**src/rtl/lrpt_pkg.sv**
```systemverilog
// Shared LRPT constants and types: CADU sync marker, frame size, CCSDS PN polynomial
// and the framer state encoding.
package lrpt_pkg;

    localparam logic [31:0] CADU_SYNC_WORD      = 32'h1ACFFC1D;
    localparam int          CADU_BITS_PER_FRAME = 32'd8192;
    localparam logic [7:0]  PN_SEED             = 8'hFF;
    // h(x) = x^8+x^7+x^5+x^3+1 with the oldest bit in [7]: feedback from bits 7,4,2,0
    localparam logic [7:0]  PN_TAPS             = 8'h95;

    typedef enum logic [1:0] {
        IDLE    = 2'd0,
        SYNC    = 2'd1,
        PAYLOAD = 2'd2
    } cadu_framer_state;

    function automatic logic pn_feedback(input logic [7:0] state);
        return ^(state & PN_TAPS);
    endfunction

endpackage

```
**src/rtl/ccsds_pn_gen.sv**
```systemverilog
// CCSDS pseudo-random sequence generator (Fibonacci LFSR, output = MSB); shared by
// the transmit framer and the receive-side derandomizer.
module ccsds_pn_gen
    import lrpt_pkg::*;
(
    input  logic clk,
    input  logic rst_in,
    input  logic init,
    input  logic adv,
    output logic pn_bit
);

    logic [7:0] sr_r;

    // LFSR state: reseed on init, step once per consumed PN bit
    always_ff @(posedge clk) begin
        if (rst_in) begin
            sr_r <= PN_SEED;
        end else if (init) begin
            sr_r <= PN_SEED;
        end else if (adv) begin
            sr_r <= {sr_r[6:0], pn_feedback(sr_r)};
        end
    end

    assign pn_bit = sr_r[7];

endmodule

```
**src/rtl/cadu_framer.sv**
```systemverilog
// CADU framer: prefixes each CVCDU payload with the attached sync marker and
// serialises the frame MSB first, optionally randomised with the CCSDS PN sequence.
module cadu_framer
    import lrpt_pkg::*;
#(
    parameter int          BITS_PER_FRAME = CADU_BITS_PER_FRAME,
    parameter logic [31:0] SYNC_WORD      = CADU_SYNC_WORD,
    parameter bit          RANDOMIZE      = 1'b1
) (
    input  logic        clk,
    input  logic        rst_in,
    input  logic [7:0]  data_in,
    input  logic        valid_in,
    output logic        ready_out,
    output logic        bit_out,
    output logic        valid_out,
    input  logic        ready_in,
    output logic        frame_start,
    output logic        frame_done,
    output logic        underrun,
    output logic [15:0] frames_sent
);

    localparam int            CW         = $clog2(BITS_PER_FRAME);
    localparam logic [CW-1:0] FRAME_LAST = CW'(BITS_PER_FRAME - 32'sd1);
    localparam logic [CW-1:0] SYNC_LAST  = CW'(32'd31);
    localparam logic [CW-1:0] CNT_ONE    = CW'(32'd1);

    cadu_framer_state state_r;
    logic [CW-1:0]    bit_cnt_r;
    logic [7:0]       shift_r;
    logic [7:0]       hold_r;
    logic             hold_valid_r;
    logic             bit_out_r;
    logic             valid_out_r;
    logic             frame_start_r;
    logic             frame_done_r;
    logic             underrun_r;
    logic [15:0]      frames_sent_r;

    logic accept_s;
    logic byte_take_s;
    logic last_sync_s;
    logic frame_end_s;
    logic byte_edge_s;
    logic load_byte_s;
    logic underrun_s;
    logic mid_byte_s;
    logic pn_adv_s;
    logic pn_init_s;
    logic pn_bit_s;
    logic payload_bit_s;

    // bit_cnt_r is the index of the bit on bit_out, or of the next bit while starved
    assign accept_s    = valid_out_r && ready_in;
    assign byte_take_s = valid_in && !hold_valid_r;
    assign last_sync_s = (state_r == SYNC) && accept_s && (bit_cnt_r == SYNC_LAST);
    assign frame_end_s = (state_r == PAYLOAD) && accept_s && (bit_cnt_r == FRAME_LAST);
    assign byte_edge_s = (state_r == PAYLOAD) && !frame_end_s &&
                         ((accept_s && (bit_cnt_r[2:0] == 3'd7)) || !valid_out_r);
    assign load_byte_s = (last_sync_s || byte_edge_s) && hold_valid_r;
    assign underrun_s  = byte_edge_s && valid_out_r && !hold_valid_r;
    assign mid_byte_s  = (state_r == PAYLOAD) && accept_s && (bit_cnt_r[2:0] != 3'd7);
    assign pn_adv_s    = load_byte_s || mid_byte_s;
    // PN sits at the seed outside the payload so the first payload bit uses it directly
    assign pn_init_s   = (state_r != PAYLOAD) && !pn_adv_s;

    assign payload_bit_s = (load_byte_s ? hold_r[7] : shift_r[7]) ^ (RANDOMIZE && pn_bit_s);

    ccsds_pn_gen u_pn (
        .clk    (clk),
        .rst_in (rst_in),
        .init   (pn_init_s),
        .adv    (pn_adv_s),
        .pn_bit (pn_bit_s)
    );

    // Upstream holding register: filled on a byte handshake, emptied when the shifter loads
    always_ff @(posedge clk) begin
        if (rst_in) begin
            hold_valid_r <= 1'b0;
            hold_r       <= 8'h00;
        end else if (byte_take_s) begin
            hold_valid_r <= 1'b1;
            hold_r       <= data_in;
        end else if (load_byte_s) begin
            hold_valid_r <= 1'b0;
        end
    end

    // Framing FSM with registered serial output and status pulses
    always_ff @(posedge clk) begin
        if (rst_in) begin
            state_r       <= IDLE;
            bit_cnt_r     <= '0;
            shift_r       <= 8'h00;
            bit_out_r     <= 1'b0;
            valid_out_r   <= 1'b0;
            frame_start_r <= 1'b0;
            frame_done_r  <= 1'b0;
            underrun_r    <= 1'b0;
            frames_sent_r <= 16'h0000;
        end else begin
            frame_start_r <= 1'b0;
            frame_done_r  <= 1'b0;
            underrun_r    <= 1'b0;
            case (state_r)
                IDLE: begin
                    if (hold_valid_r) begin
                        state_r       <= SYNC;
                        bit_cnt_r     <= '0;
                        bit_out_r     <= SYNC_WORD[31];
                        valid_out_r   <= 1'b1;
                        frame_start_r <= 1'b1;
                    end
                end
                SYNC: begin
                    if (last_sync_s) begin
                        state_r   <= PAYLOAD;
                        bit_cnt_r <= bit_cnt_r + CNT_ONE;
                        bit_out_r <= payload_bit_s;
                        shift_r   <= {hold_r[6:0], 1'b0};
                    end else if (accept_s) begin
                        bit_cnt_r <= bit_cnt_r + CNT_ONE;
                        bit_out_r <= SYNC_WORD[5'd30 - bit_cnt_r[4:0]];
                    end
                end
                PAYLOAD: begin
                    if (frame_end_s) begin
                        frame_done_r  <= 1'b1;
                        frames_sent_r <= frames_sent_r + 16'd1;
                        bit_cnt_r     <= '0;
                        if (hold_valid_r) begin
                            state_r       <= SYNC;
                            bit_out_r     <= SYNC_WORD[31];
                            frame_start_r <= 1'b1;
                        end else begin
                            state_r     <= IDLE;
                            bit_out_r   <= 1'b0;
                            valid_out_r <= 1'b0;
                        end
                    end else if (load_byte_s) begin
                        bit_out_r   <= payload_bit_s;
                        valid_out_r <= 1'b1;
                        shift_r     <= {hold_r[6:0], 1'b0};
                        if (valid_out_r) begin
                            bit_cnt_r <= bit_cnt_r + CNT_ONE;
                        end
                    end else if (underrun_s) begin
                        valid_out_r <= 1'b0;
                        underrun_r  <= 1'b1;
                        bit_cnt_r   <= bit_cnt_r + CNT_ONE;
                    end else if (mid_byte_s) begin
                        bit_out_r <= payload_bit_s;
                        shift_r   <= {shift_r[6:0], 1'b0};
                        bit_cnt_r <= bit_cnt_r + CNT_ONE;
                    end
                end
                default: begin
                    state_r     <= IDLE;
                    valid_out_r <= 1'b0;
                end
            endcase
        end
    end

    assign ready_out   = !hold_valid_r;
    assign bit_out     = bit_out_r;
    assign valid_out   = valid_out_r;
    assign frame_start = frame_start_r;
    assign frame_done  = frame_done_r;
    assign underrun    = underrun_r;
    assign frames_sent = frames_sent_r;

endmodule

```
**config.mk**
```make
export PLATFORM = sky130hd
export DESIGN_NAME = cadu_framer
export DESIGN_NICKNAME = d
export VERILOG_FILES = /design/src/rtl/lrpt_pkg.sv /design/src/rtl/ccsds_pn_gen.sv /design/src/rtl/cadu_framer.sv
export SDC_FILE = /design/constraint.sdc
export NUM_CORES = 1
export LEC_CHECK = 0
export ABC_AREA = 1
export CORE_ASPECT_RATIO = 0.75
export CORE_MARGIN = 1
export CORE_UTILIZATION = 51
export CTS_BUF_LIST = sky130_fd_sc_hd__clkbuf_8 sky130_fd_sc_hd__clkbuf_16
export CTS_CLUSTER_DIAMETER = 150
export CTS_CLUSTER_SIZE = 28
export DETAILED_ROUTE_END_ITERATION = 10
export PLACE_DENSITY = 0.85
export SLEW_MARGIN = 20
export SYNTH_ARGS = -nofsm -noshare
export SYNTH_HDL_FRONTEND = slang
export SYNTH_SLANG_ARGS = --single-unit
export TNS_END_PERCENT = 50
```
**constraint.sdc**
```tcl
create_clock -name clk -period 2.1 [get_ports clk]
set_input_delay 0.42 -clock clk [delete_from_list [all_inputs] [get_ports clk]]
set_output_delay 0.42 -clock clk [all_outputs]
set_load 0.01 [all_outputs]
```
Yosys cells after proc, flatten, opt, wreduce, memory -nomap -nowiden
Memories as Yosys holds them, arrays and structs flattened.
Cells that the tools add are included.
{ "classes": {"mux": 43, "reduce_logical": 35, "n_eq_ne": 20, "n_lt_le_gt_ge": 1, "n_addsub": 3, "n_bitwise": 3} }
{ "op_table": {"columns": ["op", "n"], "rows": [
  ["$mux W13", 8],
  ["$mux W8", 5],
  ["$pmux W13 S3", 1],
  ["$mux W1", 21],
  ["$add A16 B1 Y16 const B", 1],
  ["$ne A4 B4 Y1 const B", 4],
  ["$pmux W8 S2", 1],
  ["$ne A3 B3 Y1 const B", 5],
  ["$reduce_and A5 Y1", 3],
  ["$logic_and A1 B1 Y1", 14],
  ["$add A13 B1 Y13 const B", 1],
  ["$eq A13 B13 Y1 const B", 1],
  ["$eq A13 B5 Y1 const B", 1],
  ["$ne A2 B2 Y1 const B", 5],
  ["$reduce_xor A8 Y1", 1],
  ["$lt A5 B6 Y1 const B", 1],
  ["$mux W2", 3],
  ["$pmux W1 S3", 2],
  ["$pmux W2 S3", 1],
  ["$ne A5 B5 Y1 const B", 1],
  ["$sub A5 B5 Y5 const A", 1],
  ["$logic_not A1 Y1", 4],
  ["$reduce_and A4 Y1", 1],
  ["$reduce_bool A2 Y1", 2],
  ["other kinds (13)", 17]
]} }
{ "totals": {"elab_cells": 118, "n_memories": 1, "mem_bits_ro": 32, "reg_bits": 61} }
{ "mem_list": {"columns": ["memory", "depth", "width", "rd", "rd_clocked_by_memory_dff", "write_ports", "line", "text"], "rows": [
  ["(name not given)", 32, 1, 1, 0, 0, "cadu_framer.sv:125", "bit_out_r <= SYNC_WORD[5'd30 - bit_cnt_r[4:0]];"]
]} }

Longest topological paths before layout
Gate-level depths: netlist of run 1.
{ "logic_depth": {"word_depth": 15, "mapped_depth": 15, "depth_no_buf": 14} }

By module
From an unflattened synthesis of run 1, not the netlist that was laid out.
{ "hier_totals": {"hier_cells": 442, "hier_area_um2": 3239.4} }
{ "modules_own_cells": {"columns": ["mod", "cells_each", "n_inst", "area_per_inst_um2"], "rows": [
  ["cadu_framer", 394, 1, 2892.8],
  ["ccsds_pn_gen", 48, 1, 346.6]
]} }

Worst setup path before layout of run 1
Ideal clock, no wire load.
{ "synth_timing": {"path_type": "register to register", "start": "reg state_r[0]", "end": "reg shift_r[1]", "stages_incl_launch_ff": 15, "setup_slack_ps": 43, "setup_ps": 137, "path_buffers": 1, "t_arrival_ps": 1920, "period_less_slack_ps": 2057, "path_cell_list": "dfxtp_1 -> inv_1 -> ha_1 -> inv_1 -> nor2_2 -> nand3_4 -> nand2_1 -> inv_2 -> nand4_1 -> nand3_1 -> inv_1 -> nand2_2 -> buf_6 -> a21oi_1 -> nor3_1"} }
{ "synth_between": {"elab_chain_cells": 11, "word_cells_on_any_way": 23, "cone_classes": "eq/ne (6); mux (3); reduce/logical (14)"} }
{ "synth_lines": {"columns": ["item", "line", "text"], "rows": [
  ["from (decl)", "cadu_framer.sv:29", "cadu_framer_state state_r;"],
  ["from (signal assigned)", "cadu_framer.sv:94", "state_r <= IDLE;"],
  ["from (signal assigned)", "cadu_framer.sv:110", "state_r <= SYNC;"],
  ["from (signal assigned)", "cadu_framer.sv:119", "state_r <= PAYLOAD;"],
  ["$eq A2 B2 Y1", null, null],
  ["$logic_and A1 B1 Y1", "cadu_framer.sv:58, cadu_framer.sv:63", null],
  ["$logic_and A1 B1 Y1", "cadu_framer.sv:58", "assign frame_end_s = (state_r == PAYLOAD) && accept_s && (bit_cnt_r == FRAME_LAST);"],
  ["$logic_not A1 Y1", "cadu_framer.sv:59", "assign byte_edge_s = (state_r == PAYLOAD) && !frame_end_s &&"],
  ["$logic_and A1 B1 Y1 (2 in a row)", "cadu_framer.sv:59", null],
  ["$logic_or A1 B1 Y1", "cadu_framer.sv:61", "assign load_byte_s = (last_sync_s || byte_edge_s) && hold_valid_r;"],
  ["$logic_and A1 B1 Y1", "cadu_framer.sv:61", null],
  ["$mux W8", "cadu_framer.sv:142", "end else if (load_byte_s) begin"],
  ["$mux W8", "cadu_framer.sv:129", "if (frame_end_s) begin"],
  ["$pmux W8 S2", "cadu_framer.sv:107", "case (state_r)"],
  ["to (signal assigned)", "cadu_framer.sv:122", "shift_r <= {hold_r[6:0], 1'b0};"],
  ["to (signal assigned)", "cadu_framer.sv:145", "shift_r <= {hold_r[6:0], 1'b0};"],
  ["to (signal assigned)", "cadu_framer.sv:155", "shift_r <= {shift_r[6:0], 1'b0};"],
  ["to (decl)", "cadu_framer.sv:31", "logic [7:0] shift_r;"]
]} }
Several ways; a longest one is shown, not always the timed one. The select of a mux whose other input is x is not followed.
A chain may end at the register's enable or synchronous reset.

Worst setup path after layout of run 1
{ "layout_timing": {"start": "in ready_in", "end": "reg shift_r[1]"} }
{ "layout_between": {"elab_chain_cells": 11, "word_cells_on_any_way": 23, "cone_classes": "eq/ne (4); mux (3); reduce/logical (16)"} }
{ "layout_lines": {"columns": ["item", "line", "text"], "rows": [
  ["from (decl)", "cadu_framer.sv:17", "input logic ready_in,"],
  ["$logic_and A1 B1 Y1 *", "cadu_framer.sv:55", "assign accept_s = valid_out_r && ready_in;"],
  ["$logic_and A1 B1 Y1", "cadu_framer.sv:58, cadu_framer.sv:63", null],
  ["$logic_and A1 B1 Y1", "cadu_framer.sv:58", null],
  ["$logic_not A1 Y1", "cadu_framer.sv:59", null],
  ["$logic_and A1 B1 Y1 (2 in a row)", "cadu_framer.sv:59", null],
  ["$logic_or A1 B1 Y1", "cadu_framer.sv:61", null],
  ["$logic_and A1 B1 Y1", "cadu_framer.sv:61", null],
  ["$mux W8", "cadu_framer.sv:142", null],
  ["$mux W8", "cadu_framer.sv:129", null],
  ["$pmux W8 S2", "cadu_framer.sv:107", null]
]} }
Mark *: on every way between the ends. The rest lies on a longest branch, timed or not. The select of a mux whose other input is x is not followed.

==> results.py, run 1 <==
metrics = {
    "outcome": {
        "status": "finished clean",
    },
    "yosys": {
        "synth_edf_count": 0,
        "ys_ff_latch": 60,
        "synth-adder-area-share": 0.0349,
        "synth_top_family_by_area": "simple AND/OR/NAND/NOR gates",
        "yosys.cell_types.count": 42,
        "synthFlopType": "dfxtp_1",
        "synth-xor-area-share": 0.0244,
        "yosys-mux-area-fraction": 0,
        "syn-num-nets": 461,
        "syn_area_sq_um": 3230,
        "yosysWarningCount": 0,
        "synth_compound_area_frac": 0.178,
        "yosys.area_share.simple": 0.301,
        "syn_inst": 440,
        "syn_area_per_cell_sq_um": 7.33,
        "async_flop_share": 0,
        "yosysSeqAreaShare": 0.372,
    },
    "global_routing": {
        "grtUsageTotal": 0.265,
        "grt_pass1_wl_mm": 13.8,
        "grt_max_degree": 37,
        "grt-ovfl-total": 0,
        "antenna_found_initial": 0,
        "grt_pass1_vias": 3023,
    },
    "clocking": {
        "clk_latency_ns": 0.34,
        "postCtsHoldBufs": 0,
        "numClockSinks": 60,
        "ctsLongestPathBuffers": 2,
        "clockRootBuffer": "clkbuf_8",
        "tritoncts": "yes",
        "htreeDepth": 3,
        "numCtsBuffers": 9,
        "clkTransAtPathRegs_ns": 0.06,
    },
    "timing": {
        "layout_min_cycle_time_ns": 2.07,
        "tightest_slew_ns": 0.381,
        "tns_ns": 0,
        "max_slew_margin": 0.744,
        "slew_violations": 0,
        "hold_slack_ns": 0.465,
        "setup_violations": 0,
        "hold_viol": 0,
        "skew_ns": 0.00754,
        "fmax_mhz": 483,
        "finalCritPeriodShare": 0.986,
    },
    "power": {
        "finalPower_mw": 4.81,
        "ir_drop_mv": 0.574,
        "power.leakage_nw": 1.75,
        "power_density_nw_per_um2": 1120,
    },
    "drt": {
        "drtIter0Drc": 224,
        "ant_nets": 0,
        "dr_total_vias": 3341,
        "routed_wire_length_per_instance_um": 14.6,
        "routed_wl_mm": 8.72,
        "drc": 0,
        "viasPerCell": 5.60,
        "dr.pass1.iters": 5,
    },
    "worst_setup_path": {
        "cp.arrival_ns": 2.29,
        "crit_required_ns": 2.32,
        "cp-start-kind": "input port",
        "rr_worst_depth": 12,
        "path_max_fanout": 7,
        "r2r_end": "shift_r[1]",
        "path_cells": "clkdlybuf4s50_1, nand2_2, nor3_2, nand4_4, buf_4, nand2_1, nand3_1, inv_1, nand2_4, a21oi_2, nor3_1",
        "reg2reg_slack_ns": 0.08,
        "r2r-start": "state_r[1]",
        "crit_type": "input port to register",
        "max_stage_delay_ns": 0.48,
        "crit_slowest_cell": "clkdlybuf4s50_1",
        "worstSetupEndpointType": "register",
    },
    "floorplanning": {
        "initial_core_util": 0.543,
        "rows": 24,
        "pin_count": 34,
        "chipHeight_um": 70.9,
        "core-area_sq_um": 5950,
        "die_area_sq_um": 6650,
        "die_w_um": 93.9,
    },
    "worst_hold_path": {
        "hold_path_end": "shift_r[6]",
        "holdPathStages": 2,
        "hp-class": "register to register",
        "hp-start": "shift_r[6]",
    },
    "place": {
        "place_area_sq_um": 3890,
        "port_buffers": 33,
        "place_hpwl_mm": 5.67,
        "place_congestion": 0.964,
    },
    "finish": {
        "final_common_cell": "nand2_1",
        "num_antenna_cells": 0,
        "synthToLayoutAreaGrowth_pct": 32.8,
        "final_cell_area_sq_um": 4280,
        "fin_nets": 536,
        "fin_util": 0.721,
        "final_cell_mix": "nand2_1 (65), dfxtp_1 (52), nor2_1 (50), inv_1 (47), buf_4 (39)",
        "drive_gt1_frac": 0.220,
    },
    "run": {
        "cap_violations": 0,
    },
}
[stage by stage]
step | instances | worst slack [ns]
2_1_floorplan | 440 | 0.0430
3_3_place_gp | 579 | -0.260
3_5_place_dp | 579 | -0.320
4_1_cts | 595 | 0.00147
5_1_grt | 597 | -0.0338
6_report | 597 | 0.0290
[power by group]
part / internal (mW) / switching (mW) / total (mW)
logic: 0.796 / 1.34 / 2.14
clock network: 0.724 / 0.442 / 1.17
registers: 1.34 / 0.170 / 1.51
total: 2.86 / 1.95 / 4.81
[layer usage]
metal | GRT usage | vias to the layer above | part of all wire
met3 | 0.0796 | 23 | 0.085
met4 | 0.0940 | 0 | 0.019
li1 | - | 1623 | -
met1 | 0.360 | 1522 | 0.45
met5 | 0 | - | 0
met2 | 0.398 | 173 | 0.45
[synth_stat cells, types with 2 or more instances]
library cell  number  area [sq um]
inv_1             52           195
nor2_1            50           188
dfxtp_1           60          1200
nand2_2            3          18.8
nor3_1            20           100
buf_6              2          22.5
a21oi_2            4          35.0
clkbuf_1           5          18.8
nand3_1           20           100
buf_2              4          20.0
nand2_8            2          40.0
o21ai_1            4          20.0
xnor2_1            4          35.0
o21ai_0           40           200
nor4_1             3          18.8
nor2_2             2          12.5
a211oi_1           3          22.5
clkinv_1           2          7.51
nand2_4            3          33.8
nor4_2             2          25.0
nor3b_1            2          15.0
inv_2              2          7.51
nand2_1           69           259
xor2_1             5          43.8
nand4_1            5          31.3
nand3_4            3          52.6
a21oi_1           37           185
o211ai_1          10          75.1
ha_1               9           113
[final cells by class]
class | instances | area, sq um
well taps | 78 | 97.6
fillers | 416 | 1660
clock inverters | 4 | 72.6
flip-flops and latches | 60 | 1210
multi-input cells | 313 | 1880
clock buffers | 11 | 151
repair buffers | 74 | 646
inverters | 57 | 221
[registers in the layout (all words and copies together), names as in the netlist]
signal	flops
state_r	2
frames_sent	16
hold_valid_r	1
u_pn.sr_r	8
frame_start	1
valid_out	1
hold_r	8
bit_cnt_r	13
underrun	1
frame_done	1
bit_out	1
shift_r	7
[repair_timing]
item,4_1_cts,5_1_grt
pin swaps,1,13
gates resized for setup,2,42
buffers inserted,1,0
gates cloned,0,2
setup endpoints to repair,27,38
[worst max-delay path: cells and delay by family]
kind	cells	cell delay (ns)
compound gates	1	0.17
buf+inv	3	0.86
simple gates	7	0.83
[kinds of logic after synthesis]
group           after synthesis
fa+ha+maj                     9
compound gates              102
xor+xnor                      9
buf+inv                      69
flops                        60
simple gates                191
[how the worst max path moves through the flow]
| stage | slack, ns | from | depth (start not counted) | end |
|---|---|---|---|---|
| floorplan | 0.04 | state_r[0] | 14 | shift_r[1] |
| global placement | -0.26 | ready_in | 10 | u_pn.sr_r[6] |
| detailed placement | -0.32 | ready_in | 9 | bit_cnt_r[4] |
| CTS | 0.001 | bit_cnt_r[0] | 10 | frames_sent[13] |
| global route | -0.03 | bit_cnt_r[1] | 13 | bit_cnt_r[9] |
| finish | 0.03 | ready_in | 11 | shift_r[1] |
No activity file was read; power rests on OpenSTA's default activity.
==> inputs of run 2 (changes only) <==
--- a/config.mk
+++ b/config.mk
@@ -8,12 +8,12 @@
 export ABC_AREA = 1
 export CORE_ASPECT_RATIO = 0.75
 export CORE_MARGIN = 1
-export CORE_UTILIZATION = 51
+export CORE_UTILIZATION = 57
 export CTS_BUF_LIST = sky130_fd_sc_hd__clkbuf_8 sky130_fd_sc_hd__clkbuf_16
 export CTS_CLUSTER_DIAMETER = 150
 export CTS_CLUSTER_SIZE = 28
 export DETAILED_ROUTE_END_ITERATION = 10
-export PLACE_DENSITY = 0.85
+export PLACE_DENSITY = 0.89
 export SLEW_MARGIN = 20
 export SYNTH_ARGS = -nofsm -noshare
 export SYNTH_HDL_FRONTEND = slang
==> constraint.sdc (replaced) <==
create_clock -name clk -period 2 [get_ports clk]
set_input_delay 0.4 -clock clk [delete_from_list [all_inputs] [get_ports clk]]
set_output_delay 0.4 -clock clk [all_outputs]
set_load 0.01 [all_outputs]
==> run 2 against run 1 <==
  * The run now ends with setup timing left
  * Critical endpoint is now frames_sent[13]
  * Critical path depth is 1 lower
  * Largest cell class unchanged
  * Setup slack got worse by 0.31 ns
  * Hold slack lost 0.013 ns
==> results.py, run 2 (same netlist as run 1, synthesis figures left out) <==
metrics = {
    "global_routing": {
        "grtUsageMet2": 0.508,
        "grt_pass1_wl_mm": 14.2,
        "antenna_found_initial": 0,
        "grt-busiest-layer": "met2",
        "grt-ovfl-total": 0,
        "grtUsageTotal": 0.320,
        "met1_usage": 0.409,
        "grt_pass1_vias": 3078,
        "grt_max_degree": 35,
        "grt.met3_usage": 0.0770,
    },
    "finish": {
        "largest_reg_flops": 16,
        "fill_cells": 289,
        "synthToLayoutAreaGrowth_pct": 40.2,
        "final_common_cell": "nand2_1",
        "num_antenna_cells": 0,
        "final_cell_mix": "nand2_1 (62), dfxtp_1 (52), buf_4 (51), inv_1 (48), nor2_1 (47)",
        "fin_nets": 550,
        "drive_gt1_frac": 0.272,
    },
    "floorplanning": {
        "die_area_sq_um": 5970,
        "initial_core_util": 0.596,
        "rows": 23,
        "pin_count": 34,
        "core-area_sq_um": 5410,
        "chipHeight_um": 67.2,
        "die_w_um": 88.9,
    },
    "worst_setup_path": {
        "cp.arrival_ns": 2.53,
        "critPathTopFamily": "simple AND/OR/NAND/NOR gates",
        "crit_buf_inv": 2,
        "max_stage_delay_ns": 0.41,
        "crit_slowest_cell": "dfxtp_1",
        "crit_type": "register to register",
        "path_max_fanout": 4,
        "worstSetupEndpointType": "register",
        "cp-start-kind": "register",
        "crit_required_ns": 2.25,
        "path_cells": "nand2_1, nor2_1, inv_1, nor3_1, inv_1, nor4_4, nand3_2, nor2_1, nand2_1, and3_1",
    },
    "power": {
        "finalPower_mw": 5.66,
        "power.leakage_nw": 1.88,
        "power_density_nw_per_um2": 1250,
        "ir_drop_mv": 1.00,
    },
    "clocking": {
        "ctsLongestPathBuffers": 2,
        "postCtsHoldBufs": 0,
        "clkTransAtPathRegs_ns": 0.08,
        "htreeDepth": 3,
        "clockRootBuffer": "clkbuf_8",
        "numClockSinks": 60,
        "numCtsBuffers": 9,
        "tritoncts": "yes",
        "clk_latency_ns": 0.36,
    },
    "timing": {
        "layout_setup_ws_ns": -0.282,
        "finalCritPeriodShare": 1.14,
        "hold_viol": 0,
        "tightest_slew_ns": 0.368,
        "setup_violations": 22,
        "skew_ns": 0.00976,
        "slew_violations": 0,
        "rsz0062_at_grt": "true",
        "tns_ns": -1.93,
        "max_slew_margin": 0.752,
        "fmax_mhz": 438,
        "layout_min_cycle_time_ns": 2.28,
    },
    "drt": {
        "drc": 0,
        "ant_nets": 0,
        "routed_wl_mm": 11.8,
        "viasPerCell": 6.34,
        "drtIter0Drc": 539,
        "dr.pass1.iters": 5,
        "dr_total_vias": 3862,
        "routed_wire_length_per_instance_um": 19.3,
    },
    "run": {
        "cap_violations": 0,
    },
    "worst_hold_path": {
        "hp-class": "register to register",
    },
    "place": {
        "place_congestion": 0.920,
        "port_buffers": 33,
        "place_hpwl_mm": 5.90,
    },
    "outcome": {
        "status": "finished, violations left",
        "violations": "setup timing",
    },
}
==> run 2: final timing paths <==
path	start	endpoint	slack [ns]	depth (start not counted)
setup / recovery	frames_sent[2]	frames_sent[13]	-0.28	10
hold / removal	shift_r[3]	shift_r[3]	0.45	2
setup reg to reg	frames_sent[2]	frames_sent[13]	-0.28	10
hold reg to reg	shift_r[3]	shift_r[3]	0.45	2
==> run 2: timing repair <==
action	4_1_cts	5_1_grt
buffers inserted	1	6
endpoints found under the setup margin	34	38
pin swaps	1	10
gates resized for setup	15	55
cloned	0	0
==> run 2: power by group <==
group / internal [mW] / switching (mW) / leakage, nW
clock network: 0.861 / 0.530 / 0.122
logic: 1.00 / 1.68 / 1.26
registers: 1.41 / 0.182 / 0.493
==> run 2: layout make-up <==
type	instances	area, sq um	area share
clock buffer	10	138	0.0304
clock inverter	6	111	0.0246
inverter	57	224	0.0495
multi-input combinational	311	1960	0.432
sequential	60	1210	0.268
tap	75	93.8	0.0207
timing repair buffer	90	790	0.174
==> run 2: per-layer routing <==
metal | part of all wire | wire, um
met1 | 0.38 | 4430
met2 | 0.43 | 5110
met3 | 0.12 | 1460
met4 | 0.066 | 774
met5 | 0 | 0
==> run 2: tightest hold or removal path, stage by stage (launching register included) <==
cell	delay, ns
dfxtp_1	0.30
inv_1	0.06
a21oi_1	0.05
==> run 2: per-stage QoR <==
stage          worst slack [ns]  hold slack, ns  cells  utilization  cell area [sq um]
2_1_floorplan            0.0109           0.425    440            -               3240
3_3_place_gp             -0.298           0.438    586        0.738               3990
3_5_place_dp             -0.329           0.439    586        0.738               3990
4_1_cts                -0.00878           0.451    603        0.794               4300
5_1_grt                  -0.313           0.480    609        0.836               4530
6_report                 -0.282           0.452    609        0.836               4530
==> inputs of run 3 (changes only) <==
--- a/config.mk
+++ b/config.mk
@@ -5,15 +5,14 @@
 export SDC_FILE = /design/constraint.sdc
 export NUM_CORES = 1
 export LEC_CHECK = 0
-export ABC_AREA = 1
 export CORE_ASPECT_RATIO = 0.75
 export CORE_MARGIN = 1
-export CORE_UTILIZATION = 57
+export CORE_UTILIZATION = 56
 export CTS_BUF_LIST = sky130_fd_sc_hd__clkbuf_8 sky130_fd_sc_hd__clkbuf_16
 export CTS_CLUSTER_DIAMETER = 150
 export CTS_CLUSTER_SIZE = 28
 export DETAILED_ROUTE_END_ITERATION = 10
-export PLACE_DENSITY = 0.89
+export PLACE_DENSITY = 0.88
 export SLEW_MARGIN = 20
 export SYNTH_ARGS = -nofsm -noshare
 export SYNTH_HDL_FRONTEND = slang
==> run 3 against run 2 <==
  * The run still ends with setup timing left
  * Synthesized cell count down 15%
  * First-iteration DRC count down 3.5%
  * Clock skew is 0.0043 ns higher
  * Largest cell class unchanged
==> results.py, run 3 <==
metrics = {
    "yosys": {
        "ys_ff_latch": 60,
        "synth_edf_count": 0,
        "syn_area_per_cell_sq_um": 8.22,
        "ys_top_cells_by_count": "dfxtp_1 (60), nor2_1 (41), nand2_1 (40)",
        "ys_top_cells_by_area": "dfxtp_1 (39%), mux2i_1 (5.6%), a21oi_1 (5.1%)",
        "synth_compound_area_frac": 0.155,
        "syn_area_sq_um": 3060,
        "synth_top_area_frac": 0.393,
        "synthFlopType": "dfxtp_1",
        "yosysWarningCount": 0,
        "synth-xor-area-share": 0.0401,
        "synth-adder-area-share": 0.0368,
        "yosys.cell_types.count": 46,
        "synth_top_family_by_area": "simple AND/OR/NAND/NOR gates",
        "syn_inst": 372,
        "synth_largest_area_cell": "dfxtp_1",
        "async_flop_share": 0,
        "syn-num-nets": 393,
        "yosys.area_share.simple": 0.272,
        "yosysSeqAreaShare": 0.393,
        "yosysMostFrequentCell": "dfxtp_1",
        "yosys-mux-area-fraction": 0.0556,
    },
    "finish": {
        "fin_nets": 496,
        "synthToLayoutAreaGrowth_pct": 49.2,
        "largest_reg_flops": 16,
        "final_cells": 551,
        "final_cell_mix": "buf_4 (66), dfxtp_1 (56), nor2_1 (40), nand2_1 (37), clkdlybuf4s50_1 (31)",
        "drive_gt1_frac": 0.342,
        "fin_util": 0.901,
        "fill_cells": 231,
        "num_antenna_cells": 0,
        "final_common_cell": "buf_4",
    },
    "worst_setup_path": {
        "crit_required_ns": 2.24,
        "crit_type": "register to register",
        "cp-start-kind": "register",
        "path_max_fanout": 7,
        "worstSetupEndpointType": "register",
        "cp.arrival_ns": 2.62,
    },
    "clocking": {
        "ctsLongestPathBuffers": 2,
        "numClockSinks": 60,
        "htreeDepth": 3,
        "tritoncts": "yes",
        "postCtsHoldBufs": 0,
        "clk_latency_ns": 0.36,
        "numCtsBuffers": 9,
        "clkTransAtPathRegs_ns": 0.07,
        "clockRootBuffer": "clkbuf_8",
    },
    "global_routing": {
        "grt_pass1_wl_mm": 17.5,
        "antenna_found_initial": 0,
        "grt_pass1_vias": 3379,
        "grtUsageTotal": 0.406,
        "grt-ovfl-total": 0,
        "grt_max_degree": 29,
    },
    "drt": {
        "ant_nets": 0,
        "dr.pass1.iters": 6,
        "routed_wire_length_per_instance_um": 25.6,
        "dr_total_vias": 3995,
        "top_layer": "met4",
        "met3WireLength_mm": 2.09,
        "drc": 0,
        "routed_wl_mm": 14.1,
        "viasPerCell": 7.25,
        "drtIter0Drc": 520,
        "routed-wl-met2_mm": 5.67,
        "wl_met1_mm": 4.79,
    },
    "floorplanning": {
        "core-area_sq_um": 5060,
        "pin_count": 34,
        "chipHeight_um": 66.0,
        "rows": 22,
        "die_area_sq_um": 5770,
        "initial_core_util": 0.604,
        "die_w_um": 87.3,
    },
    "timing": {
        "fmax_mhz": 420,
        "layout_min_cycle_time_ns": 2.38,
        "rsz0062_at_grt": "true",
        "skew_ns": 0.0140,
        "tightest_slew_ns": 0.580,
        "setup_violations": 45,
        "max_slew_margin": 0.614,
        "hold_viol": 0,
        "slew_violations": 0,
        "finalCritPeriodShare": 1.19,
        "hold_slack_ns": 0.444,
        "layout_setup_ws_ns": -0.379,
    },
    "place": {
        "place_congestion": 0.952,
        "place_ws_ns": -0.594,
        "place_hpwl_mm": 5.82,
        "dp.cells": 519,
        "port_buffers": 33,
    },
    "outcome": {
        "status": "finished, violations left",
        "violations": "setup timing",
    },
    "power": {
        "ir_drop_mv": 0.737,
        "power.leakage_nw": 1.67,
        "power_density_nw_per_um2": 938,
    },
    "run": {
        "cap_violations": 0,
    },
    "worst_hold_path": {
        "hp-class": "input port to register",
    },
}
[run 3: changes by cell type in the layout (fill, tap and decap cells not counted), moves of 7 or more]
cell,delta
o21ai_0,-19
a21oi_1,-14
dfxtp_2,-7
buf_4,+15
mux2i_1,+16
nor3_1,-12
or3_4,+7
inv_1,-36
nor2_1,-7
nand2_1,-25
buf_6,+7
o211ai_1,-10
[run 3: kinds of logic (layout without fill, tap and decap cells)]
family / Yosys count / in the layout
and+or+nand+nor: 162 / 162
AOI/OAI and AO/OA: 76 / 77
DFF: 60 / 60
buffers and inverters: 34 / 140
muxes: 17 / 17
xor gates and xnor gates: 14 / 14
adders and majority gates: 9 / 9
[run 3: repair_timing]
item | CTS | global route
gates cloned | 4 | 0
resized for setup | 47 | 50
setup endpoints to repair | 43 | 43
pin swaps | 22 | 26
buffers inserted | 8 | 6
[run 3: cell type report]
| cell class | instances | area (sq um) | share of cell area |
|---|---|---|---|
| clock buffer | 10 | 138 | 0.0301 |
| multi-input combinational | 279 | 2050 | 0.450 |
| timing repair buffer | 112 | 960 | 0.210 |
| inverter | 13 | 53.8 | 0.0118 |
| sequential | 60 | 1220 | 0.266 |
| tap | 72 | 90.1 | 0.0197 |
| clock inverter | 5 | 53.8 | 0.0118 |
[run 3: critical path: stages (launching register included)]
cell      delay [ns]
dfxtp_1         0.48
nor4bb_2        0.42
and4_2          0.41
a21oi_1         0.09
nor2_1          0.21
buf_4           0.22
nor2_1          0.08
a311oi_2        0.35
[run 3: routing by layer]
layer  vias up  GRT usage
met2       480      0.642
met3       197      0.134
li1       1532          -
met5         -          0
met4         0      0.217
met1      1786      0.492
[run 3: worst paths after layout]
path	start	to	slack, ns	cells past startpoint
setup / recovery	valid_out	shift_r[3]	-0.38	7
hold / removal	rst_in	bit_out	0.44	3
setup reg to reg	valid_out	shift_r[3]	-0.38	7
hold reg to reg	u_pn.sr_r[1]	u_pn.sr_r[2]	0.49	2
[run 3: power by group]
part / leakage, nW / switching (mW) / internal, mW
clock: 0.0956 / 0.543 / 0.596
sequential: 0.489 / 0.0946 / 1.27
combinational: 1.09 / 0.990 / 0.794
[run 3: metrics by stage]
| stage | power, mW | area, sq um | TNS [ns] |
|---|---|---|---|
| global route | 4.33 | 4570 | -9.64 |
| floorplan | 1.94 | 3110 | -0.348 |
| finish | 4.28 | 4570 | -8.75 |
| CTS | 3.71 | 4340 | -0.503 |
| detailed placement | 2.42 | 3900 | -20.95 |
| global placement | 2.37 | 3900 | -19.05 |
